$ cat src/rtl/tmds_channel_decoder.sv
// tmds_channel_decoder
//   Word-aligns one deserialized TMDS channel and decodes every aligned
//   symbol as video, control, TERC4 and guard band in parallel. Alignment
//   is found by hunting for a run of control tokens, stepping the bit
//   offset whenever the search timer expires.
//
// Parameters
//   CHANNEL        TMDS channel index 0..2 (selects the guard-band pattern)
//   LOCK_COUNT     consecutive control tokens at one offset needed for lock
//   SEARCH_TIMEOUT clocks without a completed control run before the offset
//                  advances (SEARCH) or lock is dropped (LOCKED)
//
// Ports
//   clk_pixel     pixel clock, rising edge
//   RST           asynchronous active-low reset
//   raw_symbol    10-bit deserialized word, bit 0 earliest on the wire
//   locked        word alignment established
//   offset        current alignment offset 0..9
//   video_data    registered TMDS video decode of the aligned symbol
//   control_data  registered control-token decode, is_control its match flag
//   terc4_data    registered TERC4 decode, is_terc4 its match flag
//   is_guard      registered video guard-band match for this channel
module tmds_channel_decoder #(
  parameter int CHANNEL        = 0,
  parameter int LOCK_COUNT     = 8,
  parameter int SEARCH_TIMEOUT = 2048
) (
  input  logic       clk_pixel,
  input  logic       RST,
  input  logic [9:0] raw_symbol,
  output logic       locked,
  output logic [3:0] offset,
  output logic [7:0] video_data,
  output logic [1:0] control_data,
  output logic       is_control,
  output logic [3:0] terc4_data,
  output logic       is_terc4,
  output logic       is_guard
);

  localparam int RUN_W = $clog2(LOCK_COUNT + 1);
  localparam int TMR_W = $clog2(SEARCH_TIMEOUT + 1);
  localparam logic [RUN_W-1:0] RUN_MAX = RUN_W'(LOCK_COUNT);
  localparam logic [TMR_W-1:0] TMR_MAX = TMR_W'(SEARCH_TIMEOUT);
  localparam logic [9:0] GUARD = (CHANNEL == 1) ? 10'h133 : 10'h2CC;

  typedef enum logic {S_SEARCH, S_LOCKED} state_t;

  state_t           r_state, w_state_nxt;
  logic [RUN_W-1:0] r_run, w_run_nxt, w_run_inc;
  logic [TMR_W-1:0] r_timer, w_timer_nxt, w_timer_inc;
  logic [3:0]       r_offset, w_offset_nxt, w_offset_adv;
  logic [9:0]       r_raw_prev;
  logic [19:0]      w_window;
  logic [9:0]       w_aligned;
  logic             w_run_done, w_timeout;

  logic [7:0] w_video;
  logic [1:0] w_ctrl;
  logic       w_is_ctrl;
  logic [3:0] w_terc;
  logic       w_is_terc;

  logic [7:0] r_video;
  logic [1:0] r_ctrl;
  logic       r_is_ctrl;
  logic [3:0] r_terc;
  logic       r_is_terc;
  logic       r_is_guard;

  // ---------------- alignment window ----------------
  assign w_window = {raw_symbol, r_raw_prev};

  always_comb begin
    w_aligned = w_window[9:0];
    case (r_offset)
      4'd0: w_aligned = w_window[9:0];
      4'd1: w_aligned = w_window[10:1];
      4'd2: w_aligned = w_window[11:2];
      4'd3: w_aligned = w_window[12:3];
      4'd4: w_aligned = w_window[13:4];
      4'd5: w_aligned = w_window[14:5];
      4'd6: w_aligned = w_window[15:6];
      4'd7: w_aligned = w_window[16:7];
      4'd8: w_aligned = w_window[17:8];
      4'd9: w_aligned = w_window[18:9];
      default: w_aligned = w_window[9:0];
    endcase
  end

  // ---------------- symbol decoders ----------------
  always_comb begin
    logic [7:0] d;
    d = w_aligned[9] ? ~w_aligned[7:0] : w_aligned[7:0];
    w_video    = '0;
    w_video[0] = d[0];
    for (int unsigned i = 1; i < 8; i++)
      w_video[i] = w_aligned[8] ? (d[i] ^ d[i-1]) : ~(d[i] ^ d[i-1]);
  end

  always_comb begin
    w_ctrl    = '0;
    w_is_ctrl = 1'b1;
    case (w_aligned)
      10'b1101010100: w_ctrl = 2'b00;
      10'b0010101011: w_ctrl = 2'b01;
      10'b0101010100: w_ctrl = 2'b10;
      10'b1010101011: w_ctrl = 2'b11;
      default:        w_is_ctrl = 1'b0;
    endcase
  end

  always_comb begin
    w_terc    = '0;
    w_is_terc = 1'b1;
    case (w_aligned)
      10'b1010011100: w_terc = 4'h0;
      10'b1001100011: w_terc = 4'h1;
      10'b1011100100: w_terc = 4'h2;
      10'b1011100010: w_terc = 4'h3;
      10'b0101110001: w_terc = 4'h4;
      10'b0100011110: w_terc = 4'h5;
      10'b0110001110: w_terc = 4'h6;
      10'b0100111100: w_terc = 4'h7;
      10'b1011001100: w_terc = 4'h8;
      10'b0100111001: w_terc = 4'h9;
      10'b0110011100: w_terc = 4'hA;
      10'b1011000110: w_terc = 4'hB;
      10'b1010001110: w_terc = 4'hC;
      10'b1001110001: w_terc = 4'hD;
      10'b0101100011: w_terc = 4'hE;
      10'b1011000011: w_terc = 4'hF;
      default:        w_is_terc = 1'b0;
    endcase
  end

  // ---------------- alignment FSM ----------------
  always_ff @(posedge clk_pixel or negedge RST) begin
    if (!RST) begin
      r_state    <= S_SEARCH;
      r_run      <= '0;
      r_timer    <= '0;
      r_offset   <= '0;
      r_raw_prev <= '0;
    end else begin
      r_state    <= w_state_nxt;
      r_run      <= w_run_nxt;
      r_timer    <= w_timer_nxt;
      r_offset   <= w_offset_nxt;
      r_raw_prev <= raw_symbol;
    end
  end

  // Both counters saturate; a run completing in the same cycle the timer
  // expires takes priority, so a late but valid run is never discarded.
  assign w_run_inc    = !w_is_ctrl ? '0 : ((r_run >= RUN_MAX) ? r_run : r_run + 1'b1);
  assign w_run_done   = w_is_ctrl && (w_run_inc >= RUN_MAX);
  assign w_timer_inc  = (r_timer >= TMR_MAX) ? r_timer : r_timer + 1'b1;
  assign w_timeout    = (w_timer_inc >= TMR_MAX);
  assign w_offset_adv = (r_offset == 4'd9) ? 4'd0 : r_offset + 4'd1;

  always_comb begin
    w_state_nxt  = r_state;
    w_run_nxt    = w_run_inc;
    w_timer_nxt  = w_timer_inc;
    w_offset_nxt = r_offset;
    if (w_run_done) begin
      w_state_nxt = S_LOCKED;
      w_run_nxt   = '0;
      w_timer_nxt = '0;
    end else if (w_timeout) begin
      w_state_nxt  = S_SEARCH;
      w_run_nxt    = '0;
      w_timer_nxt  = '0;
      w_offset_nxt = w_offset_adv;
    end
  end

  always_comb begin
    locked = (r_state == S_LOCKED);
    offset = r_offset;
  end

  // ---------------- registered decode outputs ----------------
  always_ff @(posedge clk_pixel or negedge RST) begin
    if (!RST) begin
      r_video    <= '0;
      r_ctrl     <= '0;
      r_is_ctrl  <= 1'b0;
      r_terc     <= '0;
      r_is_terc  <= 1'b0;
      r_is_guard <= 1'b0;
    end else begin
      r_video    <= w_video;
      r_ctrl     <= w_ctrl;
      r_is_ctrl  <= w_is_ctrl;
      r_terc     <= w_terc;
      r_is_terc  <= w_is_terc;
      r_is_guard <= (w_aligned == GUARD);
    end
  end

  assign video_data   = r_video;
  assign control_data = r_ctrl;
  assign is_control   = r_is_ctrl;
  assign terc4_data   = r_terc;
  assign is_terc4     = r_is_terc;
  assign is_guard     = r_is_guard;

endmodule

$ cat config.mk
export PLATFORM = sky130hd
export DESIGN_NAME = tmds_channel_decoder
export DESIGN_NICKNAME = d
export VERILOG_FILES = /design/src/rtl/tmds_channel_decoder.sv
export SDC_FILE = /design/constraint.sdc
export NUM_CORES = 1
export LEC_CHECK = 0
export CAP_MARGIN = 10
export CORE_MARGIN = 10
export CORE_UTILIZATION = 40
export CTS_CLUSTER_SIZE = 16
export DETAILED_ROUTE_END_ITERATION = 7
export PLACE_DENSITY = 0.59
export SYNTH_ARGS = -nofsm -noshare
export SYNTH_HDL_FRONTEND = slang
export SYNTH_SLANG_ARGS = --single-unit
$ cat constraint.sdc
create_clock -name clk_pixel -period 3.5 [get_ports clk_pixel]
set_input_delay 1.05 -clock clk_pixel [delete_from_list [all_inputs] [get_ports clk_pixel]]
set_output_delay 1.05 -clock clk_pixel [all_outputs]
set_load 0.02 [all_outputs]
==> results.toml, run 1 <==
[layout]
fin_util_pct = 53.9
final_layout_size_suffix_gt1_share_pct = 23.0
syn_to_final_growth_pct = 29.4
nets = 485
diodes = 0

[drt]
antenna_left = 0
drc_errors = 0
firstDrtPassIters = 5
viasPerCell = 5.61
via_count = 3153
wl_per_cell_um = 17.9
drt_iter0_drc = 306
wl_mm = 10.1

[floorplanning]
io_pins = 34
die_area_sq_mm = 0.0128
start_util_pct = 41.6
core_area_sq_mm = 0.00830
die-width_um = 113
die_height_um = 113
core.rowCount = 33

[yosys]
synth_cell_type_count = 72
postSynthCellCount = 376
synth.yosys.seq_area_share_pct = 34.8
synth_area_sq_mm = 0.00345
synth_seq_cells = 48
synth_common_cells = "dfrtp_1, nor2_1, nand2_1, inv_1, nand3_1"
synth_edf_count = 0
yosysWarningCount = 0
ys.flop_type = "dfrtp_1"
async_reset_ff_share_pct = 100
synth.avg_cell_area_sq_um = 9.19
synth_area_leader_cell = "dfrtp_1"
yosysMostFrequentCell = "dfrtp_1"
synth_top_area_share_pct = 34.8
synthTopCellsByArea = "dfrtp_1, ha_1, nor2_1"

[critical_path]
rr_endpoint = "offset[1]"
worst_setup_path_end_kind = "register"
required_ns = 3.70
worst-path-max-fanout = 5
r2r_cells = 11
reg2reg_slack_ns = 0.33
start_kind = "input pin"
timing.rr.start = "offset[1]"
cp_num_buf_inv = 3
crit_top_cell = "buf_4"
crit_family = "buffers and inverters"
path_cells = "clkdlybuf4s50_1 > mux2i_1 > o21ai_0 > nor2_1 > nor3_2 > a221oi_2 > buf_4 > buf_4 > ha_2 > nand4_1 > a21oi_1 > a41o_4 > a21o_2 > mux2_4"
crit_path_top_delay_cell = "clkdlybuf4s50_1"
path_class = "in2reg"
slowest_delay_ns = 0.48
worst-endpoint-arrival_ns = 3.54

[worst_hold_path]
hold-path-endpoint = "r_run[0]"
hold_path_depth = 1
min_from = "r_run[0]"
hold_class = "reg2reg"

[pwr]
power_density_mw_per_mm2 = 1050
p_leak_nw = 2.00
peakVddDrop_uv = 387

[cts]
htreeDepth = 2
cts_max_path_buffers = 2
cts_root_buf = "clkbuf_8"
clkTransAtPathRegs_ns = 0.09
cts_tree = "built"
cts_buffers = 5
insertion_delay_ns = 0.31
cts.sinks = 48

[global_route]
grt_pass1_wl_mm = 16.5
antenna_found_initial = 0
grt_max_degree = 49
grt_use_total_pct = 15.5
grt_overflow = 0
grt_pass1_vias = 3111

[timing]
fin_crit_ns = 3.33
tightest_slew_ns = 1.07
fin_crit_sh_pct = 95.2
skew_ns = 0.00473
max_freq_ghz = 0.300
rsz0062_at_grt = "false"
final_max_slew_viol_count = 0
tns_ns = 0
hold_viol = 0
relSlewSlack_pct = 28.7
setup-violations-final = 0

[place]
dpl.hpwl_mm = 7.49
gp_congestion = 0.911
port_buffers = 33

[job]
drv_cap = 0

[status]
status = "completed"
==> report_power, final <==
part / leakage [nW] / internal, W / switching (W)
registers: 0.612 / 0.000675 / 0.000112
clock network: 0.0687 / 0.000288 / 0.000205
logic: 1.32 / 0.00163 / 0.00179
==> metrics by stage <==
| stage | setup WS [ns] | power [W] | area (sq um) | hold WS [ns] | cells |
|---|---|---|---|---|---|
| detailed placement | -0.352 | 0.00412 | 4280 | 0.485 | 553 |
| CTS | 0.0124 | 0.00463 | 4420 | 0.502 | 561 |
| finish | 0.166 | 0.00469 | 4470 | 0.504 | 562 |
| global placement | -0.315 | 0.00413 | 4280 | 0.484 | 553 |
| global route | 0.0530 | 0.00504 | 4470 | 0.545 | 562 |
| floorplan | 0.0611 | 0.00276 | 3460 | 0.462 | 377 |
==> sequential cells by signal (all words and copies together), names as in the netlist <==
signal / flops
offset: 4
locked: 1
terc4_data: 4
r_raw_prev: 10
r_run: 4
is_terc4: 1
control_data: 2
is_guard: 1
is_control: 1
video_data: 8
r_timer: 12
==> layer usage <==
layer | routed length, um | vias up | track usage [%] | share of wire, %
met1 | 4280 | 1488 | 20.5 | 43
li1 | - | 1503 | - | -
met5 | 0 | - | 0 | 0
met4 | 255 | 0 | 4.91 | 2.5
met2 | 4720 | 135 | 24.1 | 47
met3 | 805 | 27 | 4.01 | 8.0
==> final cells by class <==
class,count,area (sq um)
multi-input cells,284,2080
well taps,105,131
flip-flops and latches,48,1200
clock buffers,5,68.8
fillers,769,3830
clock inverters,3,68.8
repair buffers,96,836
inverters,21,78.8
==> timing repair <==
action / CTS / global route
setup buffers: 0 / 1
hold buffers: 0 / 0
gates resized for setup: 2 / 13
setup endpoints to repair: 1 / 23
pin swaps: 0 / 2
==> layout by cell type, fill, tap and decap left out, types with 3 or more instances in the layout <==
cell type	count
nor2b_1	9
a31o_2	3
dfrtp_1	48
nand2_1	30
nor2_1	34
nand3b_1	5
mux2_2	5
o21ai_0	11
nand2b_1	6
a211oi_1	4
o22ai_1	3
clkdlybuf4s50_1	27
xor2_1	11
clkbuf_8	5
nand3_1	18
inv_1	19
ha_1	15
a221o_1	3
buf_4	61
dlymetal6s2s_1	5
xnor2_1	12
and3_1	7
a32oi_1	6
a22o_1	3
a31oi_1	3
a21o_1	4
a211oi_2	3
a21oi_1	16
nor3b_1	3
a22oi_1	3
o21ai_1	3
nand4_1	4
mux2i_1	5
==> how the worst max path moves through the flow <==
stage                  startpoint         to  slack [ns]  cells past startpoint
floorplan               offset[3]  offset[1]        0.06                     15
detailed placement  raw_symbol[1]  offset[1]       -0.35                     13
global route        raw_symbol[5]  offset[1]        0.05                     14
CTS                 raw_symbol[0]  offset[1]        0.01                     12
finish              raw_symbol[5]  offset[1]        0.17                     14
global placement    raw_symbol[1]  offset[1]       -0.31                     13
==> cells by family after synthesis <==
kind of cell / synth area share [%]
buffers and inverters: 6.01
AO/OA/AOI/OAI: 22.6
flip-flops: 34.8
AND/OR/NAND/NOR: 19.7
adder cells (fa/ha/maj): 6.16
XOR/XNOR: 5.83
other: 0.109
multiplexers: 4.82
No activity file was read; power rests on OpenSTA's default activity.
==> run 2: changes to the inputs <==
Settings changed: SLEW_MARGIN set to 20.
==> run 2 against run 1 <==
  * Sequential share of layout area is essentially flat
  * Wire length grew 0.20%
  * Sequential power is essentially flat
  * Die area is the same
  * Register-to-register slack is essentially flat
  * Design area is essentially flat
  * Via count shrank 0.22%
  * First-iteration DRC count is the same
  * Non-clock buffer count is the same
  * Fmax is the same
  * Cell count is the same
  * Setup slack is essentially flat
  * Largest cell class unchanged
==> results.toml, run 2 (synthesized netlist as in run 1, its figures left out) <==
[layout]
final_cell_area_sq_mm = 0.00447
final_common_cell = "buf_4"
syn_to_final_growth_pct = 29.4
final_cell_mix = "buf_4, dfrtp_1, nor2_1"
largest_reg_flops = 12
fin_util_pct = 53.9
regMostFlops = "r_timer"
diodes = 0
final_layout_size_suffix_gt1_share_pct = 23.0
nets = 485

[drt]
viasPerCell = 5.60
antenna_left = 0
drc_errors = 0
firstDrtPassIters = 5
drt_iter0_drc = 306
wl_per_cell_um = 17.9
wl_mm = 10.1
via_count = 3146

[pwr]
p_leak_nw = 2.01
peakVddDrop_uv = 387
power_density_mw_per_mm2 = 1050
power.total_w = 0.00470

[timing]
fin_crit_sh_pct = 95.2
setup-violations-final = 0
rsz0062_at_grt = "false"
fin_crit_ns = 3.33
skew_ns = 0.00468
final_max_slew_viol_count = 0
max_freq_ghz = 0.300
relSlewSlack_pct = 59.3
hold_viol = 0
whs_ns = 0.504
tightest_slew_ns = 0.610

[job]
drv_cap = 0

[floorplanning]
die_area_sq_mm = 0.0128
core.rowCount = 33
die-width_um = 113
die_height_um = 113
io_pins = 34
start_util_pct = 41.6
core_area_sq_mm = 0.00830

[global_route]
grt_use_total_pct = 15.5
busiest_layer = "met2"
grt_overflow = 0
antenna_found_initial = 0
grt_pass1_wl_mm = 16.5
grt_pass1_vias = 3111
met2_usage_pct = 24.1
gr-usage-met1_pct = 20.5
grt_max_degree = 49
met3_usage_pct = 4.01

[cts]
cts.sinks = 48
cts_max_path_buffers = 2
insertion_delay_ns = 0.31
cts_buffers = 5
htreeDepth = 2
clkTransAtPathRegs_ns = 0.09
cts_root_buf = "clkbuf_8"
cts_tree = "built"

[status]
status = "completed"

[critical_path]
worst-endpoint-arrival_ns = 3.54
worst-path-max-fanout = 5
start_kind = "input pin"
path_class = "in2reg"
worst_setup_path_end_kind = "register"
required_ns = 3.70

[place]
dpl.hpwl_mm = 7.49
place_area_sq_mm = 0.00428
gp_congestion = 0.911
port_buffers = 33

[worst_hold_path]
hold_class = "reg2reg"
==> run 2: cell types whose count changed in the layout (fill, tap and decap cells not counted) <==
cell	previous run	this run
buf_2	1	0
buf_4	61	62
==> run 2: metrics by stage <==
step	cells	setup TNS, ns	setup WS [ns]
finish	562	0	0.166
global route	562	0	0.0530
CTS	561	0	0.0124
detailed placement	553	-5.61	-0.352
global placement	553	-4.70	-0.315
floorplan	377	0	0.0611
==> run 2: cell type report <==
| type | count | area, sq um |
|---|---|---|
| clock buffers | 5 | 68.8 |
| clock inverters | 3 | 68.8 |
| fillers | 769 | 3830 |
| inverters | 21 | 78.8 |
| multi-input cells | 284 | 2080 |
| flip-flops and latches | 48 | 1200 |
| well taps | 105 | 131 |
| repair buffers | 96 | 838 |
==> run 2: power by group <==
part	internal, W	total, W	leakage, nW	switching [W]
Sequential	0.000675	0.000787	0.612	0.000112
Clock	0.000288	0.000493	0.0687	0.000205
Combinational	0.00163	0.00342	1.32	0.00179
Total	0.00259	0.00470	2.01	0.00211
==> run 2: routing by layer <==
metal	vias to the layer above	part of all wire (%)
met5	-	0
met1	1485	42
met2	133	47
met3	25	8.0
met4	0	2.5
li1	1503	-
==> run 2: final timing paths <==
| path | slack [ns] | end | startpoint | cells after the start |
|---|---|---|---|---|
| worst max-delay path | 0.17 | offset[1] | raw_symbol[5] | 14 |
| worst min-delay path | 0.50 | r_run[0] | r_run[0] | 1 |
| worst max register to register | 0.33 | offset[1] | offset[1] | 11 |
| worst min register to register | 0.50 | r_run[0] | r_run[0] | 1 |
| max in group asynchronous | 2.35 | r_raw_prev[6] | RST | 1 |
| min in group asynchronous | 0.74 | r_timer[0] | RST | 1 |
==> run 2: worst max-delay path, stage by stage <==
cell and delay [ns]:
clkdlybuf4s50_1 0.48, mux2i_1 0.07, o21ai_0 0.16, nor2_1 0.07, nor3_2 0.24, a221oi_2 0.05, buf_4 0.15, buf_4 0.14
ha_2 0.18, nand4_1 0.08, a21oi_1 0.06, a41o_4 0.29, a21o_2 0.21, mux2_4 0.29
==> run 2: repair_timing <==
| action | 4_1_cts | 5_1_grt |
|---|---|---|
| setup buffers | 0 | 1 |
| resized for setup | 2 | 13 |
| hold endpoints to repair | 0 | 0 |
| endpoints found under the setup margin | 1 | 23 |
| hold buffers | 0 | 0 |
| pin swaps | 0 | 2 |
==> run 3: changes to the inputs <==
Settings changed: ABC_CLOCK_PERIOD_IN_PS set to 3500.
==> results of run 3 <==
No change in the layout: final DEF, timing and power equal those of run 2.
